### src/rtl/limn2600_mem_pkg.sv
// Shared types and constants for the limn2600 memory arbiter.
// Holds FSM states, port ids and the default RAM bank selector.
package limn2600_mem_pkg;

    typedef enum logic [1:0] {
        IDLE   = 2'd0,
        ACCESS = 2'd1,
        RESP   = 2'd2
    } state_e;

    typedef enum logic {
        PORT_I = 1'b0,
        PORT_D = 1'b1
    } port_e;

    localparam logic [15:0] RAM_HI_DEFAULT = 16'h0000;

    // Misaligned access, or a write outside the RAM bank.
    function automatic logic acc_err(
        input logic [31:0] addr,
        input logic        we,
        input logic [15:0] ram_hi
    );
        return (addr[1:0] != 2'b00) ||
               (we && (addr[31:16] != ram_hi));
    endfunction

endpackage

### src/rtl/limn2600_rr_arb2.sv
// Two-way round-robin picker for the memory arbiter.
// Bit 0 is the I port, bit 1 the D port.
module limn2600_rr_arb2 (
    input  logic       clk,
    input  logic       rst,
    input  logic [1:0] req,
    input  logic       advance,
    output logic [1:0] grant
);

    logic last_d_q;
    logic last_d_d;

    // Single requester wins; a tie goes to the port not granted last.
    always_comb begin
        grant = 2'b00;
        unique case (req)
            2'b01:   grant = 2'b01;
            2'b10:   grant = 2'b10;
            2'b11:   grant = last_d_q ? 2'b01 : 2'b10;
            default: grant = 2'b00;
        endcase
    end

    // Remember which port was granted when the grant is taken.
    always_comb begin
        last_d_d = last_d_q;
        if (advance && (grant != 2'b00)) begin
            last_d_d = grant[1];
        end
    end

    // Reset makes D the "last" winner, so I wins the first tie.
    always_ff @(posedge clk or posedge rst) begin
        if (rst) begin
            last_d_q <= 1'b1;
        end else begin
            last_d_q <= last_d_d;
        end
    end

endmodule

### src/rtl/limn2600_mem_arbiter.sv
// Arbiter between instruction-fetch and data ports onto one DRAM.
// One transaction at a time: grant, ACCESS, RESP, then ack.
module limn2600_mem_arbiter
    import limn2600_mem_pkg::*;
#(
    parameter logic [15:0] RAM_HI = RAM_HI_DEFAULT
) (
    input  logic        clk,
    input  logic        rst,
    input  logic        i_req,
    input  logic [31:0] i_addr,
    output logic        i_ack,
    output logic [31:0] i_rdata,
    output logic        i_err,
    input  logic        d_req,
    input  logic        d_we,
    input  logic [31:0] d_addr,
    input  logic [31:0] d_wdata,
    output logic        d_ack,
    output logic [31:0] d_rdata,
    output logic        d_err,
    output logic        mem_we,
    output logic [31:0] mem_addr,
    output logic [31:0] mem_data_in,
    input  logic [31:0] mem_data_out,
    input  logic        mem_rdy,
    output logic        busy
);

    state_e      state_q, state_d;
    port_e       port_q, port_d;
    logic        we_q, we_d;
    logic        err_q, err_d;
    logic        mem_we_q, mem_we_d;
    logic [31:0] mem_addr_q, mem_addr_d;
    logic [31:0] mem_wdata_q, mem_wdata_d;
    logic        i_ack_q, i_ack_d;
    logic [31:0] i_rdata_q, i_rdata_d;
    logic        i_err_q, i_err_d;
    logic        d_ack_q, d_ack_d;
    logic [31:0] d_rdata_q, d_rdata_d;
    logic        d_err_q, d_err_d;

    logic [1:0]  elig;
    logic [1:0]  grant;
    logic        go;

    // A port being acked this cycle is finishing, not requesting.
    assign elig = {d_req & ~d_ack_q, i_req & ~i_ack_q};
    assign go   = (state_q == IDLE) && mem_rdy;

    limn2600_rr_arb2 u_rr (
        .clk     (clk),
        .rst     (rst),
        .req     (elig),
        .advance (go),
        .grant   (grant)
    );

    // Next-state and registered-output computation for the FSM.
    always_comb begin
        state_d     = state_q;
        port_d      = port_q;
        we_d        = we_q;
        err_d       = err_q;
        mem_we_d    = 1'b0;
        mem_addr_d  = mem_addr_q;
        mem_wdata_d = mem_wdata_q;
        i_ack_d     = 1'b0;
        i_rdata_d   = i_rdata_q;
        i_err_d     = i_err_q;
        d_ack_d     = 1'b0;
        d_rdata_d   = d_rdata_q;
        d_err_d     = d_err_q;
        unique case (state_q)
            IDLE: begin
                if (go && (grant != 2'b00)) begin
                    state_d = ACCESS;
                    if (grant[1]) begin
                        port_d      = PORT_D;
                        mem_addr_d  = d_addr;
                        mem_wdata_d = d_wdata;
                        we_d        = d_we;
                        err_d       = acc_err(d_addr, d_we, RAM_HI);
                    end else begin
                        port_d      = PORT_I;
                        mem_addr_d  = i_addr;
                        mem_wdata_d = '0;
                        we_d        = 1'b0;
                        err_d       = acc_err(i_addr, 1'b0, RAM_HI);
                    end
                    mem_we_d = we_d && !err_d;
                end
            end
            ACCESS: begin
                state_d = RESP;
            end
            RESP: begin
                state_d = IDLE;
                if (port_q == PORT_D) begin
                    d_ack_d   = 1'b1;
                    d_err_d   = err_q;
                    d_rdata_d = (we_q || err_q) ? '0 : mem_data_out;
                end else begin
                    i_ack_d   = 1'b1;
                    i_err_d   = err_q;
                    i_rdata_d = err_q ? '0 : mem_data_out;
                end
            end
            default: begin
                state_d = IDLE;
            end
        endcase
    end

    // All FSM state and outputs; reset abandons any transaction.
    always_ff @(posedge clk or posedge rst) begin
        if (rst) begin
            state_q     <= IDLE;
            port_q      <= PORT_I;
            we_q        <= 1'b0;
            err_q       <= 1'b0;
            mem_we_q    <= 1'b0;
            mem_addr_q  <= '0;
            mem_wdata_q <= '0;
            i_ack_q     <= 1'b0;
            i_rdata_q   <= '0;
            i_err_q     <= 1'b0;
            d_ack_q     <= 1'b0;
            d_rdata_q   <= '0;
            d_err_q     <= 1'b0;
        end else begin
            state_q     <= state_d;
            port_q      <= port_d;
            we_q        <= we_d;
            err_q       <= err_d;
            mem_we_q    <= mem_we_d;
            mem_addr_q  <= mem_addr_d;
            mem_wdata_q <= mem_wdata_d;
            i_ack_q     <= i_ack_d;
            i_rdata_q   <= i_rdata_d;
            i_err_q     <= i_err_d;
            d_ack_q     <= d_ack_d;
            d_rdata_q   <= d_rdata_d;
            d_err_q     <= d_err_d;
        end
    end

    assign mem_we      = mem_we_q;
    assign mem_addr    = mem_addr_q;
    assign mem_data_in = mem_wdata_q;
    assign i_ack       = i_ack_q;
    assign i_rdata     = i_rdata_q;
    assign i_err       = i_err_q;
    assign d_ack       = d_ack_q;
    assign d_rdata     = d_rdata_q;
    assign d_err       = d_err_q;
    assign busy        = (state_q != IDLE);

endmodule

### config.mk
export PLATFORM = sky130hd
export DESIGN_NAME = limn2600_mem_arbiter
export DESIGN_NICKNAME = d
export VERILOG_FILES = /design/src/rtl/limn2600_mem_pkg.sv /design/src/rtl/limn2600_rr_arb2.sv /design/src/rtl/limn2600_mem_arbiter.sv
export SDC_FILE = /design/constraint.sdc
export NUM_CORES = 1
export LEC_CHECK = 0
export CORE_ASPECT_RATIO = 1.2
export CORE_MARGIN = 5
export CORE_UTILIZATION = 41
export DETAILED_ROUTE_END_ITERATION = 7
export GPL_ROUTABILITY_DRIVEN = 0
export PLACE_DENSITY = 0.81
export SYNTH_ARGS = -nofsm -noshare
export SYNTH_HDL_FRONTEND = slang
export SYNTH_SLANG_ARGS = --single-unit
### constraint.sdc
create_clock -name clk -period 5.62 [get_ports clk]
set_input_delay 1.124 -clock clk [delete_from_list [all_inputs] [get_ports clk]]
set_output_delay 1.124 -clock clk [all_outputs]
set_load 0.02 [all_outputs]
==> reports/qor.log, run 1 <==
[floorplanning] chip width 117.9 um
[floorplanning] total die area 16,450 sq um
[drt] total via count in the routed design 4,806
[floorplanning] starting utilization of the core area 41.65%
[clocking] number of setup buffers added after CTS 0
[global_routing] number of antenna violations at the first check in global routing 0
[flow_run] number of maximum-capacitance constraint violations 0
[worst_hold_path] beginning of the worst hold path d_rdata[19]
[timing] final clock period utilization by the worst path 54.54%
[pwr] power density over cell area 525.1 nW/um^2
[critical_path] category of the critical setup timing path in -> reg
[clocking] number of hold buffers added after CTS 0
[timing] timing-limited maximum frequency 326.3 MHz
[timing] Final WS setup 2.555 ns
[cells_and_area] Layout Area Growth over Synthesis 57.74%
[clocking] clock latency reported for the late side of the worst-skew pair 0.40 ns
[timing] minimum period implied by the final worst setup slack 3.065 ns
[critical_path] reg-to-reg critical path startpoint d_ack
[drt] Via density 4.965
[place] cell count after placement 936
[cells_and_area] NumNets Final 918
[global_routing] global-route met2 utilization 33.49%
[logic_synthesis] flop and latch count out of synthesis 139
[worst_hold_path] path category of the worst min-delay check reg -> reg
[critical_path] endpoint class of the critical path register
[logic_synthesis] Post-Synthesis Mean Instance Area 10.75 sq um
[critical_path] crit path max-delay cell type sky130_fd_sc_hd__o211ai_4
[global_routing] vias in the first global route 5,145
[pwr] combinational group share of total power 41.3%
[global_routing] global route hottest layer met2
[logic_synthesis] sequential element share of the synthesized area 60.71%
[timing] RSZ-0062 raised after global routing no
[cells_and_area] number of filler instances in the final layout 1,111
[critical_path] maximum cell stage delay along the critical path 0.85 ns
[critical_path] Required @ worst endpoint 5.87 ns
[cells_and_area] proportion of layout cells with a drive suffix above 1 6.148%
[pwr] sequential cell fraction of total power 34.4%
[critical_path] critical path peak fanout 59
[logic_synthesis] Synth area leader sky130_fd_sc_hd__dfrtp_1
[timing] sum of negative setup slack 0 ns
[floorplanning] placeable core region 13,760 sq um
[place] DP Wirelength 12,240 um
[pwr] power share of the clock group 24.3%
[cells_and_area] multi-input logic area 2009 sq um
[clocking] H-tree depth 4
[clocking] TritonCTS clock tree done
[logic_synthesis] Syn Inst Count 533
[drt] routed length per instance 16.99 um
[clocking] clock-pin slew reported for the worst setup and hold paths after clock tree synthesis 0.06 ns
[pwr] internal power consumption 3.078 mW
[place] number of port buffers 267
[timing] Fin Clk Skew 0.007535 ns
[cells_and_area] FF/Latch Area 3480 sq um
[run_status] outcome finished clean
[clocking] clock tree root buffer cell sky130_fd_sc_hd__clkbuf_16
[critical_path] worst endpoint data arrival time 3.32 ns
[critical_path] startpoint kind of the worst setup timing path primary input
[clocking] Clock Path Buffers 2
[logic_synthesis] total standard cell area after synthesis 5732 sq um
[global_routing] global-route wire length before repair 26,490 um
[pwr] switching power summed over all nets 1.670 mW
[clocking] number of buffers added by the clock tree synthesis step 17
[floorplanning] Row Count 47
[timing] Setup violations, final 0
[critical_path] critical-path cell list clkdlybuf4s50_1 -> nor2b_4 -> o211ai_4 -> buf_4 -> o21ai_0
[floorplanning] I/O pin total 268
[drt] first-pass iteration count of the detailed router 4
[place] pre-CTS WS 2.145 ns
[global_routing] met1 track utilization from global routing 23.29%
[critical_path] Register-to-Register Setup Slack 3.37 ns
[logic_synthesis] count of warnings emitted by yosys 0
[worst_hold_path] capture endpoint of the worst hold path d_rdata[19]
[cells_and_area] antenna cells 0
[global_routing] global-route track usage on met3 7.021%
[drt] DRC violations left 0
[clocking] post-CTS resize count 0
[global_routing] combined global-route utilization of all metal layers 19.89%
[critical_path] r2r endpoint mem_addr[4]
[critical_path] number of cell instances on the worst register-to-register path 4
[timing] worst rel slew slack 22.48%
[floorplanning] DIE HEIGHT 139.5 um
[timing] max-slew violation count 0
[pwr] worst voltage drop across the vdd grid 391.4 uV
[clocking] Sinks on Clock Net 139
[pwr] Net Sw Frac 35.17%
[drt] drt first-iter violations 446
[cells_and_area] Final Non-Filler Cells 968
[drt] total wire length 16,450 um
[global_routing] maximum number of pins on one net before global-route repair 101
[logic_synthesis] most area-consuming cells after synthesis sky130_fd_sc_hd__dfrtp_1 (60%), sky130_fd_sc_hd__nand2_1 (8.8%), sky130_fd_sc_hd__mux2i_1 (5.6%), sky130_fd_sc_hd__a22o_1 (4.9%), sky130_fd_sc_hd__o21ai_0 (4.8%)
[global_routing] remaining global-route overflow 0
[pwr] Static Leak 4.024 nW
[worst_hold_path] number of cells on the worst hold path 2
[pwr] Design Power 4.748 mW
[logic_synthesis] share of the synthesized area in the top cell type 60.25%
[logic_synthesis] net count of the mapped netlist 667
[logic_synthesis] Netlist cell types 29
[timing] final hold vios 0
[drt] antenna-violating nets left 0
[timing] measured slew at the worst slew-check pin 1.163 ns
[how the worst max path moves through the flow]
stage	end	slack [ns]	cells after the start	from
floorplan	d_ack	0.77	1	rst
global placement	mem_addr[5]	2.25	5	i_req
detailed placement	mem_addr[6]	2.14	5	i_req
CTS	mem_addr[4]	2.54	5	d_req
global route	mem_addr[4]	2.31	5	i_req
finish	mem_addr[4]	2.55	5	d_req
[cells in the final DEF, fill, tap and decap left out, drive strengths merged, types with 2 or more instances in the layout]
cell type,Yosys,final
a21o,2,2
a22o,32,32
buf,26,4
bufinv,0,4
clkbuf,13,21
clkdlybuf4s50,0,267
clkinv,0,5
clkinvlp,0,2
dfrtp,138,138
inv,5,5
mux2i,32,32
nand2,136,136
nand2b,32,32
nand3b,2,2
nor2,2,2
nor2b,3,3
nor4,5,5
o21ai,96,96
[cell type report]
| type | instances | share of cell area, % |
|---|---|---|
| flip-flops and latches | 139 | 38.49 |
| repair buffers | 271 | 29.89 |
| multi-input cells | 350 | 22.23 |
| clock buffers | 21 | 4.871 |
| well taps | 171 | 2.366 |
| clock inverters | 11 | 1.896 |
| inverters | 5 | 0.2629 |
[per-stage QoR]
stage          util, %  hold WS [ns]  cell area [sq um]
2_1_floorplan        -        0.4469               5732
6_report         65.70        0.4758               9041
4_1_cts          65.70        0.4848               9041
5_1_grt          65.70        0.5029               9041
3_3_place_gp     61.26        0.4625               8429
3_5_place_dp     61.26        0.4706               8429
[metal layers]
metal | part of all wire, % | up-vias
met2 | 50 | 200
li1 | - | 2311
met5 | 0 | -
met1 | 39 | 2265
met3 | 7.7 | 30
met4 | 2.6 | 0
[cell families (layout without fill, tap and decap cells)]
logic type	count (synthesis)	in the layout	share of synthesized area [%]
and+or+nand+nor	183	183	14.34
AOI/OAI and AO/OA	134	134	14.73
DFF	139	139	60.71
buffers and inverters	44	308	4.431
muxes	33	33	5.785
[power by group through the flow]
| stage | Clock, mW | Sequential [mW] | Combinational, mW |
|---|---|---|---|
| 2_1_floorplan | 0 | 2.05 | 0.548 |
| 3_3_place_gp | 0 | 1.63 | 1.93 |
| 3_5_place_dp | 0 | 1.65 | 1.99 |
| 4_1_cts | 1.18 | 1.64 | 1.99 |
| 5_1_grt | 1.22 | 1.69 | 2.10 |
| 6_report | 1.16 | 1.63 | 1.96 |
[flip-flops by register name, indices dropped and copies added (netlist names)]
| register | cells |
|---|---|
| d_ack | 1 |
| d_err | 1 |
| d_rdata | 32 |
| err_q | 1 |
| i_ack | 1 |
| i_err | 1 |
| i_rdata | 32 |
| mem_addr | 32 |
| mem_data_in | 32 |
| mem_we | 1 |
| port_q | 1 |
| state_q | 2 |
| u_rr.last_d_q | 1 |
| we_q | 1 |
[Yosys cell counts]
| cell type | n |
|---|---|
| sky130_fd_sc_hd__nand2_1 | 135 |
| sky130_fd_sc_hd__mux2_2 | 1 |
| sky130_fd_sc_hd__o21ai_2 | 7 |
| sky130_fd_sc_hd__and4_1 | 1 |
| sky130_fd_sc_hd__nor2b_1 | 2 |
| sky130_fd_sc_hd__dfrtp_1 | 138 |
| sky130_fd_sc_hd__nor2b_4 | 1 |
| sky130_fd_sc_hd__buf_6 | 9 |
| sky130_fd_sc_hd__a21o_1 | 2 |
| sky130_fd_sc_hd__nor2_1 | 1 |
| sky130_fd_sc_hd__dfstp_2 | 1 |
| sky130_fd_sc_hd__o21ai_1 | 34 |
| sky130_fd_sc_hd__nand4_1 | 1 |
| sky130_fd_sc_hd__o211ai_2 | 1 |
| sky130_fd_sc_hd__a211oi_1 | 1 |
| sky130_fd_sc_hd__o21ai_0 | 55 |
| sky130_fd_sc_hd__nand3b_1 | 2 |
| sky130_fd_sc_hd__nor2_2 | 1 |
| sky130_fd_sc_hd__clkbuf_1 | 13 |
| sky130_fd_sc_hd__nand2_2 | 1 |
| sky130_fd_sc_hd__mux2i_1 | 32 |
| sky130_fd_sc_hd__a22o_1 | 32 |
| sky130_fd_sc_hd__inv_1 | 5 |
| sky130_fd_sc_hd__nor4_1 | 5 |
| sky130_fd_sc_hd__nand2b_1 | 32 |
| sky130_fd_sc_hd__o31ai_1 | 1 |
| sky130_fd_sc_hd__a2111oi_2 | 1 |
| sky130_fd_sc_hd__buf_2 | 17 |
| sky130_fd_sc_hd__or3b_4 | 1 |
[critical path, delay by kind of cell]
family / cells / cell delay [ns]
buffers and inverters: 2 / 0.97
and+or+nand+nor: 1 / 0.15
AOI/OAI and AO/OA: 2 / 1.04
Note: power is estimated with default switching activity, not from simulation.
==> inputs of run 2 (changes only) <==
- CORE_UTILIZATION: 41 -> 37
- PLACE_DENSITY: 0.81 -> 0.77
- clock period: 5.62 -> 2.6 ns (I/O delays scaled with it)
==> reports/qor.log, run 2 (synthesis gave the netlist of run 1 again) <==
[run_status] outcome finished clean
[clocking] clock tree root buffer cell sky130_fd_sc_hd__clkbuf_16
[drt] routed length per instance 16.61 um [-2.3%]
[critical_path] reg-to-reg critical path startpoint u_rr.last_d_q
[critical_path] r2r endpoint mem_addr[4]
[cells_and_area] NumNets Final 923 [+0.54%]
[critical_path] endpoint class of the critical path output pin
[clocking] clock latency reported for the late side of the worst-skew pair 0.40 ns [about the same]
[pwr] worst voltage drop across the vdd grid 470.2 uV [+20%]
[critical_path] startpoint kind of the worst setup timing path register
[pwr] Design Power 10.27 mW [+120%]
[cells_and_area] most common cell after layout, fill and taps aside sky130_fd_sc_hd__clkdlybuf4s50_1
[critical_path] critical path peak fanout 4 [-93%]
[critical_path] category of the critical setup timing path reg -> out
[clocking] Sinks on Clock Net 139 [unchanged]
[pwr] Net Sw Frac 35.70% [+0.53 points]
[place] DP Wirelength 12,210 um [-0.24%]
[worst_hold_path] path category of the worst min-delay check reg -> reg
[floorplanning] total die area 18,090 sq um [+9.9%]
[critical_path] number of cell instances on the worst register-to-register path 5 [+1]
[cells_and_area] top library cells by usage in the layout, fill and taps aside sky130_fd_sc_hd__clkdlybuf4s50_1 (267), sky130_fd_sc_hd__dfrtp_1 (138), sky130_fd_sc_hd__nand2_1 (135), sky130_fd_sc_hd__o21ai_0 (55), sky130_fd_sc_hd__o21ai_1 (34)
[timing] Setup violations, final 0 [unchanged]
[cells_and_area] proportion of layout cells with a drive suffix above 1 6.858% [+0.71 points]
[worst_hold_path] number of cells on the worst hold path 2 [unchanged]
[timing] timing-limited maximum frequency 461.6 MHz
[clocking] post-CTS resize count 0 [unchanged]
[worst_hold_path] beginning of the worst hold path d_rdata[7]
[critical_path] critical-path cell list nor2_2 -> inv_1 -> clkdlybuf4s50_1
[global_routing] remaining global-route overflow 0 [unchanged]
[cells_and_area] Layout Area Growth over Synthesis 59.79%
[flow_run] number of maximum-capacitance constraint violations 0 [unchanged]
[global_routing] number of antenna violations at the first check in global routing 0 [unchanged]
[drt] total wire length 16,710 um [+1.6%]
[timing] Fin Clk Skew 0.006205 ns [-0.001330 ns]
[pwr] power share of the clock group 24.1% [-0.2 points]
[clocking] number of hold buffers added after CTS 0 [unchanged]
[drt] total via count in the routed design 4,814 [+0.17%]
[cells_and_area] antenna cells 0 [unchanged]
[pwr] internal power consumption 6.600 mW [+110%]
[clocking] number of setup buffers added after CTS 0 [unchanged]
[drt] Via density 4.785 [-3.6%]
[clocking] TritonCTS clock tree done
[critical_path] Required @ worst endpoint 2.08 ns [-3.79 ns]
[drt] drt first-iter violations 331 [-26%]
[floorplanning] placeable core region 15,080 sq um [+9.6%]
[global_routing] maximum number of pins on one net before global-route repair 140 [+39%]
[floorplanning] DIE HEIGHT 146.3 um [+4.9%]
[clocking] H-tree depth 4 [unchanged]
[pwr] Static Leak 4.054 nW [+0.76%]
[place] number of port buffers 267 [unchanged]
[critical_path] largest delay contributor family on the critical path buffers and inverters
[pwr] power density over cell area 1121 nW/um^2 [+110%]
[timing] max-slew violation count 0 [unchanged]
[global_routing] global-route wire length before repair 26,390 um [-0.39%]
[floorplanning] Row Count 49 [+4.3%]
[pwr] sequential cell fraction of total power 33.8% [-0.6 points]
[critical_path] Register-to-Register Setup Slack 0.94 ns [-2.43 ns]
[pwr] combinational group share of total power 42.2% [+0.9 points]
[worst_hold_path] capture endpoint of the worst hold path d_rdata[7]
[floorplanning] starting utilization of the core area 38.00% [-3.6 points]
[timing] RSZ-0062 raised after global routing no
[timing] minimum period implied by the final worst setup slack 2.167 ns
[critical_path] maximum cell stage delay along the critical path 0.55 ns [-0.30 ns]
[timing] sum of negative setup slack 0 ns [unchanged]
[timing] final hold vios 0 [unchanged]
[drt] antenna-violating nets left 0 [unchanged]
[drt] DRC violations left 0 [unchanged]
[clocking] clock-pin slew reported for the worst setup and hold paths after clock tree synthesis 0.06 ns [about the same]
[critical_path] crit path max-delay cell type sky130_fd_sc_hd__clkdlybuf4s50_1
[pwr] switching power summed over all nets 3.665 mW [+120%]
[timing] worst rel slew slack 45.91% [+23 points]
[clocking] number of buffers added by the clock tree synthesis step 17 [unchanged]
[timing] final clock period utilization by the worst path 83.33%
[drt] first-pass iteration count of the detailed router 4 [unchanged]
[timing] measured slew at the worst slew-check pin 0.8113 ns [-0.3514 ns]
[clocking] Clock Path Buffers 2 [unchanged]
[critical_path] buffers plus inverters on the worst setup path 2 [unchanged]
[floorplanning] I/O pin total 268 [unchanged]
[floorplanning] chip width 123.6 um [+4.8%]
[place] post-placement cell area 8557 sq um [+1.5%]
[cells_and_area] final design area excluding fillers 9159 sq um [+1.3%]
[global_routing] vias in the first global route 5,126 [-0.37%]
[global_routing] combined global-route utilization of all metal layers 18.56% [-1.3 points]
[critical_path] worst endpoint data arrival time 1.65 ns [-1.67 ns]
run 2: metal layers:
metal  vias to the layer above  track usage [%]  routed length (um)
li1                       2313                -                   -
met1                      2279            22.42                6694
met2                       195            31.42                8347
met3                        27            5.300                1277
met4                         0            6.316                 384
met5                         -                0                   0
run 2: how the worst max path moves through the flow:
| stage | start | end | slack, ns | depth (start not counted) |
|---|---|---|---|---|
| global placement | d_addr[26] | err_q | 0.41 | 5 |
| floorplan | rst | d_ack | 0.35 | 1 |
| detailed placement | d_addr[26] | err_q | 0.38 | 5 |
| CTS | state_q[0] | busy | 0.40 | 3 |
| global route | state_q[0] | busy | 0.36 | 3 |
| finish | state_q[0] | busy | 0.43 | 3 |
run 2: cell type report:
| cell class | instances | area, sq um |
|---|---|---|
| fillers | 1268 | 5923 |
| flip-flops and latches | 139 | 3480 |
| repair buffers | 276 | 2790 |
| multi-input cells | 350 | 2009 |
| clock buffers | 20 | 436.7 |
| well taps | 204 | 255.2 |
| clock inverters | 12 | 165.2 |
| inverters | 5 | 22.52 |
run 2: metrics by stage:
stage                     std cells  setup slack (ns)  hold slack [ns]  util (%)
after floorplan                 533            0.3457           0.4469         -
after global placement          974            0.4146           0.4615     56.74
after detailed placement        974            0.3778           0.4690     56.74
after CTS                      1006            0.3957           0.4836     60.73
after global routing           1006            0.3612           0.5015     60.73
final                          1006            0.4334           0.4796     60.73
run 2: power groups by stage:
stage	Clock [mW]	Sequential, mW	Combinational, mW
final	2.47	3.47	4.33
after global routing	2.61	3.59	4.65
after CTS	2.52	3.48	4.40
after detailed placement	0	3.49	4.38
after global placement	0	3.47	4.30
after floorplan	0	4.42	1.19
run 2: worst reg2reg max path, stage by stage (launching register included):
cell and delay, ns:
sky130_fd_sc_hd__dfstp_2 0.53, sky130_fd_sc_hd__nand3b_1 0.13, sky130_fd_sc_hd__nand2_2 0.28, sky130_fd_sc_hd__buf_12 0.26, sky130_fd_sc_hd__mux2i_1 0.22, sky130_fd_sc_hd__o21ai_0 0.10
